--- config.mk ---
export PLATFORM = sky130hd
export DESIGN_NAME = branch_target_loader
export DESIGN_NICKNAME = d
export VERILOG_FILES = /design/src/rtl/branch_target_loader.sv
export SDC_FILE = /design/constraint.sdc
export NUM_CORES = 1
export LEC_CHECK = 0
export CORE_AREA = 2 2 83 85
export DETAILED_ROUTE_END_ITERATION = 6
export DIE_AREA = 0 0 85 87
export GPL_TIMING_DRIVEN = 1
export HOLD_SLACK_MARGIN = 0.08
export PLACE_DENSITY = 0.87
export REMOVE_ABC_BUFFERS = 1
export SETUP_SLACK_MARGIN = 0.15
export SLEW_MARGIN = 20
export SYNTH_ARGS = -nofsm -noshare
export SYNTH_HDL_FRONTEND = slang
export SYNTH_HIERARCHICAL = 1
export SYNTH_SLANG_ARGS = --single-unit
--- constraint.sdc ---
create_clock -name CLK -period 4.2 [get_ports CLK]
set_input_delay 0.84 -clock CLK [delete_from_list [all_inputs] [get_ports CLK]]
set_output_delay 0.84 -clock CLK [all_outputs]
set_load 0.02 [all_outputs]
--- src/rtl/branch_target_loader.sv ---
// Branch-target table writer: packs ENTRIES entries per row from a valid/ready
// stream and issues one table write per row, PROGRAMS rows per start.
module branch_target_slot #(
  parameter int W = 3
) (
  input  logic         CLK,
  input  logic         Reset_n,
  input  logic         clr,
  input  logic         ld,
  input  logic [W-1:0] d,
  output logic [W-1:0] q
);
  always_ff @(posedge CLK or negedge Reset_n) begin
    if (!Reset_n)  q <= '0;
    else if (clr)  q <= '0;
    else if (ld)   q <= d;
  end
endmodule

module branch_target_loader #(
  parameter int ENTRY_W  = 3,
  parameter int ENTRIES  = 8,
  parameter int PROGRAMS = 3,
  parameter int PROG_W   = 2
) (
  input  logic                       CLK,
  input  logic                       Reset_n,
  input  logic                       start,
  input  logic                       abort,
  input  logic                       in_valid,
  input  logic [ENTRY_W-1:0]         in_data,
  output logic                       in_ready,
  output logic                       wr_en,
  output logic [PROG_W-1:0]          wr_addr,
  output logic [ENTRY_W*ENTRIES-1:0] wr_data,
  output logic                       busy,
  output logic                       done
);
  localparam int ROW_W = ENTRY_W * ENTRIES;
  localparam int CNT_W = (ENTRIES > 1) ? $clog2(ENTRIES) : 1;

  typedef enum logic [1:0] {IDLE, FILL, WRITE, DONE} state_t;

  state_t                           state_q, state_d;
  logic [PROG_W-1:0]                row_q;
  logic [CNT_W-1:0]                 cnt_q;
  logic [ENTRIES-1:0][ENTRY_W-1:0]  slot_q;
  logic [ROW_W-1:0]                 row_next;
  logic                             go, take, last_entry, last_row;

  assign go         = (state_q == IDLE) && start && !abort;
  assign take       = (state_q == FILL) && in_valid && !abort;
  assign last_entry = (cnt_q == CNT_W'(ENTRIES - 1));
  assign last_row   = (row_q == PROG_W'(PROGRAMS - 1));

  // Slot k sits at packed index ENTRIES-1-k so slot 0 ends up in the row MSBs.
  for (genvar k = 0; k < ENTRIES; k++) begin : g_slot
    branch_target_slot #(.W(ENTRY_W)) u_slot (
      .CLK     (CLK),
      .Reset_n (Reset_n),
      .clr     (go),
      .ld      (take && (cnt_q == CNT_W'(k))),
      .d       (in_data),
      .q       (slot_q[ENTRIES-1-k])
    );
  end

  // Row as it will look once the entry being accepted now is merged in.
  always_comb begin
    row_next = slot_q;
    row_next[ENTRY_W*(ENTRIES-1-int'(cnt_q)) +: ENTRY_W] = in_data;
  end

  always_comb begin
    state_d  = state_q;
    in_ready = 1'b0;
    wr_en    = 1'b0;
    busy     = 1'b0;
    done     = 1'b0;
    case (state_q)
      IDLE:  if (start) state_d = FILL;
      FILL: begin
        in_ready = 1'b1;
        busy     = 1'b1;
        if (in_valid && last_entry) state_d = WRITE;
      end
      WRITE: begin
        wr_en   = 1'b1;
        busy    = 1'b1;
        state_d = last_row ? DONE : FILL;
      end
      DONE: begin
        done    = 1'b1;
        state_d = IDLE;
      end
      default: state_d = IDLE;
    endcase
    if (abort) state_d = IDLE;
  end

  always_ff @(posedge CLK or negedge Reset_n) begin
    if (!Reset_n) begin
      state_q <= IDLE;
      row_q   <= '0;
      cnt_q   <= '0;
      wr_addr <= '0;
      wr_data <= '0;
    end else begin
      state_q <= state_d;
      if (go) begin
        row_q <= '0;
        cnt_q <= '0;
      end
      if (take) begin
        if (last_entry) begin
          wr_addr <= row_q;
          wr_data <= row_next;
        end else begin
          cnt_q <= cnt_q + 1'b1;
        end
      end
      if (state_q == WRITE && !abort) begin
        cnt_q <= '0;
        if (!last_row) row_q <= row_q + 1'b1;
      end
    end
  end
endmodule

## Word-level counts from Yosys, hierarchy flattened

Index checks and enable logic that the tools add are counted.
Widths: inputs -> output; s select.

| storage, ports and cells | value |
|---|---|
| register bits | 57 |
| bits of input ports | 8 |
| output and inout bits | 30 |
| word-level logic and storage cells | 94 |

| operators by class | value |
|---|---|
| add/sub/neg operators | 4 |
| multiply operators | 1 |
| equal/unequal tests | 13 |
| shift operators | 2 |
| muxes and demuxes | 33 |
| reductions and logical operators | 28 |

Operators by type and width:

| kind | number |
|---|---|
| $mux 3 | 20 |
| $neg 7->33 | 1 |
| $shift 3x33->24 const A | 1 |
| $shiftx 3x33->24 | 1 |
| $bwmux 24 | 1 |
| $reduce_bool 2->1 | 8 |
| $logic_and 1x1->1 | 14 |
| $mux 2 | 7 |
| $eq 3x3->1 const B | 4 |
| $pmux 2 s4 | 1 |
| $mul 3x4->7 const A | 1 |
| $eq 2x2->1 const B | 3 |
| $eq 3x2->1 const B | 2 |
| $mux 1 | 4 |
| $reduce_and 2->1 | 2 |
| $sub 3x3->4 const A | 1 |
| $add 3x1->3 const B | 1 |
| $eq 3x1->1 const B | 1 |
| $logic_not 3->1 | 1 |
| $ne 3x2->1 const B | 1 |
| $ne 3x3->1 const B | 1 |
| $add 2x1->2 const B | 1 |
| $eq 2x1->1 const B | 1 |
| $logic_not 2->1 | 1 |
| 2 further kinds | 2 |

## Depth between registers and ports, before layout

Gate-level depths: netlist of the first run.

| depth | value |
|---|---|
| word-level depth | 7 |
| gate-level depth with buffers | 15 |
| depth with buffers taken out | 14 |

## Hierarchy

Netlist of the first run, hierarchy kept.

Modules (own cells, without submodules):

| module | instances | cells an instance | area each (µm²) | sequential area each (µm²) |
|---|---|---|---|---|
| branch_target_loader | 1 | 302 | 2,588.7 | 825.8 |
| branch_target_slot | 8 | 9 | 116.4 | 75.1 |

## Worst setup path after synthesis of the first run

OpenSTA, ideal clock, no wires.

| timing path | value |
|---|---|
| path kind | register to register |
| start point | reg cnt_q[1] |
| end point | reg wr_data[20] |
| setup time | 130 ps |
| data arrival time | 2,878 ps |
| required time | 4,070 ps |
| slack | 1,191 ps |
| stages on the path, launching flop included | 16 |
| buffers on the path | 1 |
| period minus slack after synthesis | 3,009 ps |
| cell sequence | dfrtp_1 > inv_1 > ha_1 > ha_1 > nand2b_1 > ha_1 > inv_1 > ha_1 > o21bai_1 > ha_1 > buf_2 > and2b_1 > nand2_1 > a211oi_1 > mux2i_1 > o21ai_1 |

| on the way | value |
|---|---|
| longest elaborated chain between the ends | 5 |
| elaborated cells on any way between the ends | 8 |
| those cells by class | 2 x add/sub; 1 x mul; 1 x eq/ne; 2 x shift; 1 x mux; 1 x reduce/logical |

Ends and longest elaborated chain:

| what | line | source |
|---|---|---|
| from (decl) | 46 | `logic [CNT_W-1:0] cnt_q;` |
| from (signal assigned) | 119 | `cnt_q <= cnt_q + 1'b1;` |
| $sub 3x3->4 | 71 | `row_next[ENTRY_W*(ENTRIES-1-int'(cnt_q)) +: ENTRY_W] = in_data;` |
| $mul 3x4->7 | 71 |  |
| $neg 7->33 | 71 |  |
| $shiftx 3x33->24 / $shift 3x33->24 (equally long branches) | 71 |  |
| $bwmux 24 | 71 |  |
| to (signal assigned) | 117 | `wr_data <= row_next;` |
| to (decl) | 35 | `output logic [ENTRY_W*ENTRIES-1:0] wr_data,` |

Parallel ways exist; a longest one is shown, timed or not.
A chain may end at the register's enable or synchronous reset.

## Worst setup path after layout of the first run

| timing path | value |
|---|---|
| start point | reg cnt_q[0] |
| end point | reg wr_data[2] |

The elaborated chain is that of the path after synthesis.

==> flow_summary.json, run 1 <==
{
  "drc": 0,
  "path_buf_inv": 1,
  "setup_viol": 0,
  "grt_pass1_vias": 2940,
  "core_area_mm2": 0.00657,
  "ys_ff_latch": 57,
  "cts-root-buf": "clkbuf_8",
  "slowest_stage": "dfrtp_1",
  "numCtsBuffers": 9,
  "drv_cap": 0,
  "synth.cell_area_mm2": 0.00352,
  "hp-class": "in2async",
  "firstDrtPassIters": 7,
  "max_freq_ghz": 0.286,
  "critPathKind": "reg2reg",
  "max_stage_delay_ns": 0.50,
  "synth_top_area_share_pct": 40.5,
  "clk_pin_slew_ns": 0.07,
  "placementRows": 30,
  "die_x_um": 85,
  "hold_viol": 0,
  "synthArstFlopShare_pct": 100,
  "post-synth-top-area-cell": "dfrtp_1",
  "cp_cell_sequence": "ha_1 -> ha_1 -> nand2b_1 -> ha_1 -> inv_1 -> ha_1 -> o21bai_1 -> ha_1 -> nor4bb_1 -> mux2i_1 -> o32ai_1 -> mux2i_1 -> o21ai_0",
  "max_slew_margin_pct": 43.8,
  "rsz0062_at_grt": "false",
  "period_needed_ns": 3.49,
  "clk_latency_ns": 0.34,
  "gr-total-overflow": 0,
  "holdWs_ns": 0.439,
  "drv_slew": 0,
  "cts_max_level": 3,
  "avgRoutedWirePerCell_um": 17.5,
  "total_power_mw": 1.73,
  "start_util_pct": 53.6,
  "grt_pass1_wl_um": 14600,
  "io_pins": 38,
  "final_antenna_net_count": 0,
  "dr_total_vias": 2976,
  "drtIter0Drc": 245,
  "dp_hpwl_um": 5920,
  "cts_resized": 0,
  "ys_seq_area_share_pct": 40.5,
  "fin_nets": 439,
  "ys_top_cells_by_area": "dfrtp_1, mux2i_1, ha_1, nor2_1, nand2_1",
  "synth_edf_count": 0,
  "ys_types": 55,
  "die_h_um": 87,
  "fin_skew_ns": 0.00807,
  "numPortBuffers": 37,
  "power.density_mw_per_mm2": 422,
  "min_period_over_period_pct": 83.2,
  "syn_inst": 374,
  "critPathLaunchType": "flop",
  "ys.flop_type": "dfrtp_1",
  "cts_tree": "built",
  "power_leakage_nw": 1.83,
  "crit_path_end_kind": "flop",
  "avgSynthCellArea_um2": 9.41,
  "grtUsageTotal_pct": 25.1,
  "cts_sinks": 57,
  "grt_antenna_before_repair": 0,
  "finalSetupTns_ns": 0,
  "drive_above_1_share_pct": 7.93,
  "antenna_cells": 0,
  "gp_congestion": 1.02,
  "ys_warn_count": 6,
  "worstMarginPinSlew_ns": 0.843,
  "cts_hold_buf": 0,
  "die-area_mm2": 0.00740,
  "clk_path_buf_depth": 2,
  "reg2reg_slack_ns": 0.71,
  "crit_top_cell": "ha_1",
  "post_cts_buffers": 0,
  "outcome": "completed",
  "avgViaCountPerCell": 6.00,
  "drt-total-wl_um": 8680,
  "syn_to_final_growth_pct": 16.6,
  "worst-path-max-fanout": 11,
  "ir_worst_vdd_mv": 0.242,
  "cp.required_ns": 4.39,
  "arrival_ns": 3.68,
  "grt_max_degree": 40,
  "crit_family": "adder cells"
}
metal layers:
| metal | up-vias | GRT usage (%) | routed length, um |
|---|---|---|---|
| met1 | 1440 | 33.4 | 3820 |
| met3 | 18 | 5.02 | 515 |
| li1 | 1390 | - | - |
| met5 | - | 0 | 0 |
| met4 | 0 | 9.09 | 168 |
| met2 | 128 | 41.0 | 4170 |
cells in the final DEF, fill, tap and decap left out, drive strengths merged, types with 3 or more instances in the layout:
cell type,Yosys,final
and2,4,4
dfrtp,57,57
mux2i,46,46
nor2b,5,5
or4,3,3
nand3,8,8
o211ai,5,5
inv,12,12
clkbuf,5,11
a211oi,9,9
or3,3,3
ha,20,20
nand3b,5,5
o21ai,25,25
nor2,56,56
o22ai,7,7
nor3,3,3
clkdlybuf4s50,0,36
and3,4,4
buf,11,6
nand2b,8,8
a21oi,10,10
nand2,40,40
clkinv,0,4
worst register-to-register path: stages (launching register included):
cell and delay (ns):
dfrtp_1 0.50, ha_1 0.31, ha_1 0.18, nand2b_1 0.14, ha_1 0.27, inv_1 0.04
ha_1 0.16, o21bai_1 0.18, ha_1 0.49, nor4bb_1 0.36, mux2i_1 0.18, o32ai_1 0.21
mux2i_1 0.24, o21ai_0 0.10
state kept, by name (all words and copies together), names as in the netlist:
name,count
wr_data,24
row_q,2
wr_addr,2
cnt_q,3
state_q,2
g_slot.u_slot/q,24
cells in the mapped netlist (all sizes together), types with 2 or more instances:
cell / number
a211o: 2
a211oi: 9
a21oi: 10
and2: 4
and3: 4
and3b: 2
buf: 11
clkbuf: 5
dfrtp: 57
ha: 20
inv: 12
mux2: 2
mux2i: 46
nand2: 40
nand2b: 8
nand3: 8
nand3b: 5
nor2: 56
nor2b: 5
nor3: 3
nor4bb: 2
o211ai: 5
o21ai: 25
o22ai: 7
o31ai: 2
or3: 3
or3b: 2
or4: 3
where the power goes:
part | internal [mW] | leakage [nW] | switching, mW
combinational | 0.249 | 0.948 | 0.395
clock | 0.228 | 0.0891 | 0.226
sequential | 0.588 | 0.792 | 0.0453
total | 1.06 | 1.83 | 0.666
final cells by class:
cell class	instances	area, um^2
flip-flops and latches	57	1430
well taps	80	100
inverters	12	45.0
fillers	532	2460
multi-input cells	289	1960
clock inverters	5	31.3
repair buffers	42	403
clock buffers	11	141
cell families (layout without fill, tap and decap cells):
kind of cell | after synthesis | in the layout | share of synthesized area [%]
compound gates | 70 | 70 | 13.0
xor+xnor | 1 | 1 | 0.249
fa+ha+maj | 20 | 20 | 7.11
buf+inv | 28 | 70 | 3.84
flops | 57 | 57 | 40.5
mux | 48 | 48 | 13.7
simple gates | 150 | 150 | 21.6
through the flow:
stage	cell area (um^2)	std cells	setup slack, ns	util, %
3_3_place_gp	3930	480	0.989	59.9
4_1_cts	4110	496	0.809	62.5
5_1_grt	4110	496	0.493	62.5
2_1_floorplan	3430	358	0.815	-
3_5_place_dp	3930	480	0.893	59.9
6_report	4110	496	0.706	62.5
final timing paths:
path / startpoint / end / depth (start not counted)
min in group CLK: wr_data[10] / wr_data[10] / 2
max in group asynchronous: Reset_n / row_q[0] / 2
max: cnt_q[0] / wr_data[2] / 13
min: Reset_n / g_slot[2].u_slot/q[2] / 1
min reg2reg: wr_data[10] / wr_data[10] / 2
max reg2reg: cnt_q[0] / wr_data[2] / 13
Power figures use the tool's default switching activity.
==> inputs of run 2 (changes only) <==
- CORE_AREA: 2 2 83 85 -> 2 2 87 89
- DIE_AREA: 0 0 85 87 -> 0 0 89 91
- PLACE_DENSITY: 0.87 -> 0.84
- clock period: 4.2 -> 3 ns (I/O delays scaled with it)
==> flow_summary.json, run 2 (same netlist as run 1, synthesis figures left out) <==
{
  "design_area_mm2": 0.00458,
  "cts_sinks": 57,
  "outcome": "completed",
  "path_buf_inv": 1,
  "min_period_over_period_pct": 96.6,
  "switchingPower_mw": 1.07,
  "drv_cap": 0,
  "avgViaCountPerCell": 5.73,
  "crit_family": "adder cells",
  "dr_total_vias": 3108,
  "grt_max_degree": 49,
  "power_frac_seq_pct": 31.6,
  "avgRoutedWirePerCell_um": 17.7,
  "setup_viol": 0,
  "worstMarginPinSlew_ns": 0.643,
  "max_slew_margin_pct": 57.0,
  "p_comb_share_pct": 42.4,
  "dp_hpwl_um": 6630,
  "ir_worst_vdd_mv": 0.391,
  "drt-total-wl_um": 9580,
  "cts_max_level": 3,
  "io_pins": 38,
  "worst-path-max-fanout": 8,
  "slowest_stage": "dfrtp_1",
  "final_common_cell": "dfrtp_1",
  "max_stage_delay_ns": 0.41,
  "final.fill_count": 568,
  "fin_nets": 466,
  "die_h_um": 91,
  "reg2reg_slack_ns": 0.10,
  "final_cell_mix": "dfrtp_1, nor2_1, mux2i_1, nand2_1, clkdlybuf4s50_1",
  "total_power_mw": 2.77,
  "dp.cells": 522,
  "internal-power_mw": 1.70,
  "hold_viol": 0,
  "utilization_pct": 64.2,
  "antenna_cells": 0,
  "crit_top_cell": "ha_4",
  "reg_top3": "g_slot.u_slot/q: 24 flops, wr_data: 24 flops, cnt_q: 3 flops",
  "cts-root-buf": "clkbuf_8",
  "numPortBuffers": 37,
  "die-area_mm2": 0.00810,
  "drtIter0Drc": 325,
  "grt_pass1_vias": 3014,
  "firstDrtPassIters": 5,
  "gp_congestion": 0.957,
  "power.density_mw_per_mm2": 605,
  "drc": 0,
  "placementRows": 31,
  "cts_tree": "built",
  "grt_antenna_before_repair": 0,
  "critPathKind": "reg2reg",
  "arrival_ns": 3.16,
  "clk_path_buf_depth": 2,
  "clk_pin_slew_ns": 0.07,
  "die_x_um": 89,
  "power_leakage_nw": 2.00,
  "drv_slew": 0,
  "fin_skew_ns": 0.0106,
  "cp_cell_sequence": "ha_2 -> ha_4 -> nand2b_4 -> ha_4 -> inv_2 -> ha_4 -> o21bai_4 -> ha_4 -> or3b_4 -> or3_4 -> o31ai_2 -> mux2i_1 -> o21ai_1",
  "rsz0062_at_grt": "true",
  "final_antenna_net_count": 0,
  "hp-class": "in2async",
  "crit_path_end_kind": "flop",
  "start_util_pct": 49.3,
  "period_needed_ns": 2.90,
  "clk_latency_ns": 0.34,
  "sw_frac_of_total_pct": 38.7,
  "max_freq_ghz": 0.345,
  "grt_pass1_wl_um": 15700,
  "placed_area_mm2": 0.00414,
  "clkPwrFrac_pct": 26.0,
  "cp.required_ns": 3.27,
  "numCtsBuffers": 9,
  "grtUsageTotal_pct": 25.3,
  "stdcell_count": 542,
  "drive_above_1_share_pct": 21.0,
  "core_area_mm2": 0.00714,
  "gr-total-overflow": 0,
  "critPathLaunchType": "flop",
  "syn_to_final_growth_pct": 30.2
}
==> run 2: stage by stage <==
| step | setup WS, ns | TNS, ns | hold WS (ns) |
|---|---|---|---|
| after detailed placement | -0.128 | -1.10 | 0.467 |
| after CTS | 0.158 | 0 | 0.486 |
| after global routing | 0.0137 | 0 | 0.331 |
| after floorplan | -0.385 | -5.04 | 0.304 |
| final | 0.101 | 0 | 0.261 |
| after global placement | -0.0143 | -0.0285 | 0.460 |
==> run 2: final timing paths <==
check                             from                     to  cells after the start
max                           cnt_q[0]            wr_data[17]                     13
min                            Reset_n             wr_data[0]                      1
max reg2reg                   cnt_q[0]            wr_data[17]                     13
min reg2reg                wr_data[14]            wr_data[14]                      2
max in group asynchronous      Reset_n  g_slot[5].u_slot/q[0]                      2
min in group CLK           wr_data[14]            wr_data[14]                      2
==> run 2: worst register-to-register path, cell delays in order (launching register included) <==
cell	delay [ns]
dfrtp_1	0.41
ha_2	0.22
ha_4	0.15
nand2b_4	0.14
ha_4	0.27
inv_2	0.04
ha_4	0.14
o21bai_4	0.18
ha_4	0.27
or3b_4	0.39
or3_4	0.34
o31ai_2	0.06
mux2i_1	0.10
o21ai_1	0.11
==> run 2: power groups by stage <==
stage	clock network, mW	logic [mW]	registers, mW
finish	0.721	1.18	0.877
detailed placement	0	1.00	0.885
floorplan	0	0.621	0.909
global route	0.769	1.28	0.879
global placement	0	0.970	0.880
CTS	0.731	1.04	0.872
==> run 2: cell type report <==
cell class | instances | area [um^2] | share of cell area [%]
clock inverters | 7 | 70.1 | 1.53
repair buffers | 69 | 632 | 13.8
flip-flops and latches | 57 | 1430 | 31.1
multi-input cells | 289 | 2160 | 47.2
clock buffers | 9 | 124 | 2.70
well taps | 99 | 124 | 2.70
inverters | 12 | 45.0 | 0.983
==> run 2: what timing repair did <==
item	CTS	global route
endpoints found under the setup margin	23	21
pin swaps	8	9
hold buffers	0	0
setup buffers	1	3
cloned	0	0
gates resized for setup	17	32
==> run 2: layer usage <==
metal | vias to the layer above | global-route usage, % | share of wire [%]
met5 | - | 0 | 0
met4 | 0 | 9.45 | 2.2
met1 | 1505 | 35.7 | 45
met2 | 124 | 38.0 | 47
li1 | 1454 | - | -
met3 | 25 | 5.55 | 5.7
==> inputs of run 3 (changes only) <==
- CAP_MARGIN: default -> 20
- CORE_AREA: 2 2 87 89 -> 2 2 83 85
- DIE_AREA: 0 0 89 91 -> 0 0 85 87
- DONT_BUFFER_PORTS: default -> 1
- PLACE_DENSITY: 0.84 -> 0.82
==> flow_summary.json, run 3 (same netlist as run 1, synthesis figures left out) <==
{
  "outcome": "completed",
  "start_util_pct": 53.6,
  "fin_ws_ns": 0.0856,
  "clk_latency_ns": 0.35,
  "drc": 0,
  "cts_max_level": 3,
  "worst-path-max-fanout": 7,
  "final_cell_mix": "dfrtp_1, nor2_1, mux2i_1, nand2_1, buf_4",
  "cp_cell_sequence": "ha_4 -> ha_4 -> nand2b_4 -> ha_4 -> inv_2 -> ha_4 -> o21bai_4 -> ha_4 -> or3b_4 -> or3_4 -> o31ai_4 -> mux2i_1 -> o21ai_1",
  "critPathKind": "reg2reg",
  "min_period_over_period_pct": 97.1,
  "period_needed_ns": 2.91,
  "hp-class": "in2async",
  "clk_path_buf_depth": 2,
  "drv_cap": 0,
  "clk_pin_slew_ns": 0.08,
  "dr_total_vias": 2935,
  "finalSetupTns_ns": 0,
  "ir_worst_vdd_mv": 0.410,
  "grt_antenna_before_repair": 0,
  "reg_top3": "g_slot.u_slot/q: 24 flops, wr_data: 24 flops, cnt_q: 3 flops",
  "firstDrtPassIters": 5,
  "cp.required_ns": 3.29,
  "drt-total-wl_um": 9150,
  "path_buf_inv": 1,
  "die_x_um": 85,
  "dp.cells": 458,
  "grtUsageTotal_pct": 25.4,
  "crit_top_cell": "ha_4",
  "placementRows": 30,
  "fin_nets": 421,
  "multi_input_area_mm2": 0.00217,
  "arrival_ns": 3.20,
  "grt_max_degree": 58,
  "gp_congestion": 0.998,
  "hold_viol": 0,
  "setup_viol": 0,
  "rsz0062_at_grt": "true",
  "cts_sinks": 57,
  "fin_skew_ns": 0.0140,
  "max_stage_delay_ns": 0.44,
  "drv_slew": 0,
  "power.density_mw_per_mm2": 690,
  "utilization_pct": 64.0,
  "drtIter0Drc": 367,
  "avgRoutedWirePerCell_um": 19.1,
  "max_slew_margin_pct": 56.5,
  "stdcell_count": 478,
  "core_area_mm2": 0.00657,
  "numCtsBuffers": 9,
  "grt_pass1_vias": 2875,
  "avgViaCountPerCell": 6.14,
  "crit_path_end_kind": "flop",
  "power_leakage_nw": 1.86,
  "worstMarginPinSlew_ns": 0.652,
  "die-area_mm2": 0.00740,
  "crit_family": "adder cells",
  "final_common_cell": "dfrtp_1",
  "io_pins": 38,
  "final.fill_count": 479,
  "die_h_um": 87,
  "gr-total-overflow": 0,
  "dp_hpwl_um": 5870,
  "placed_area_mm2": 0.00368,
  "cts-root-buf": "clkbuf_8",
  "antenna_cells": 0,
  "max_freq_ghz": 0.343,
  "slowest_stage": "dfrtp_1",
  "regArea_mm2": 0.00143,
  "final_antenna_net_count": 0,
  "grt_pass1_wl_um": 14600,
  "drive_above_1_share_pct": 21.6,
  "syn_to_final_growth_pct": 19.5,
  "reg2reg_slack_ns": 0.09,
  "critPathLaunchType": "flop",
  "pre_cts_slack_ns": -0.0973,
  "design_area_mm2": 0.00421,
  "cts_tree": "built",
  "numPortBuffers": 0
}
==> run 3: cell types whose count changed in the layout (fill, tap and decap cells not counted), sizes merged <==
| cell | before | now |
|---|---|---|
| clkdlybuf4s50 | 36 | 0 |
| buf | 33 | 24 |
| clkinvlp | 1 | 0 |
| clkbuf | 9 | 12 |
| clkinv | 4 | 1 |
| bufinv | 1 | 3 |
| inv | 13 | 12 |
==> run 3: cell type report <==
cell class	instances	area share [%]
tap	80	2.38
sequential	57	33.9
timing repair buffer	24	4.94
clock buffer	12	3.69
multi-input combinational	289	51.7
inverter	12	1.07
clock inverter	4	2.35
==> run 3: metal layers <==
metal / track usage [%] / wire (um) / share of wire, % / up-vias
met5: 0 / 0 / 0 / -
met4: 11.8 / 326 / 3.6 / 0
met3: 7.11 / 659 / 7.2 / 28
met2: 40.1 / 4380 / 48 / 124
met1: 32.6 / 3790 / 41 / 1427
li1: - / - / - / 1356
==> run 3: power by group <==
group / leakage (nW) / switching [mW] / internal (mW)
Sequential: 0.792 / 0.0534 / 0.823
Combinational: 0.943 / 0.651 / 0.447
Clock: 0.127 / 0.326 / 0.599
Total: 1.86 / 1.03 / 1.87
==> run 3: repair_timing <==
| action | CTS | global route |
|---|---|---|
| pin swaps | 6 | 8 |
| hold endpoints to repair | 57 | 0 |
| hold buffers | 1 | 0 |
| gates resized for setup | 23 | 30 |
| endpoints found under the setup margin | 24 | 21 |
| setup buffers | 2 | 1 |
==> run 3: path summary, 6_finish.rpt <==
path / startpoint / endpoint / depth (start not counted)
min: Reset_n / wr_data[10] / 1
max in group asynchronous: Reset_n / wr_data[2] / 1
min in group CLK: abort / state_q[0] / 1
max: cnt_q[0] / wr_data[17] / 13
max reg2reg: cnt_q[0] / wr_data[17] / 13
min reg2reg: g_slot[5].u_slot/q[0] / g_slot[5].u_slot/q[0] / 2
==> run 3: stage by stage <==
stage | hold WS [ns] | total power [mW]
CTS | 0.118 | 2.79
global route | 0.125 | 3.05
global placement | 0.306 | 1.73
detailed placement | 0.306 | 1.77
finish | 0.0943 | 2.90
floorplan | 0.304 | 1.53
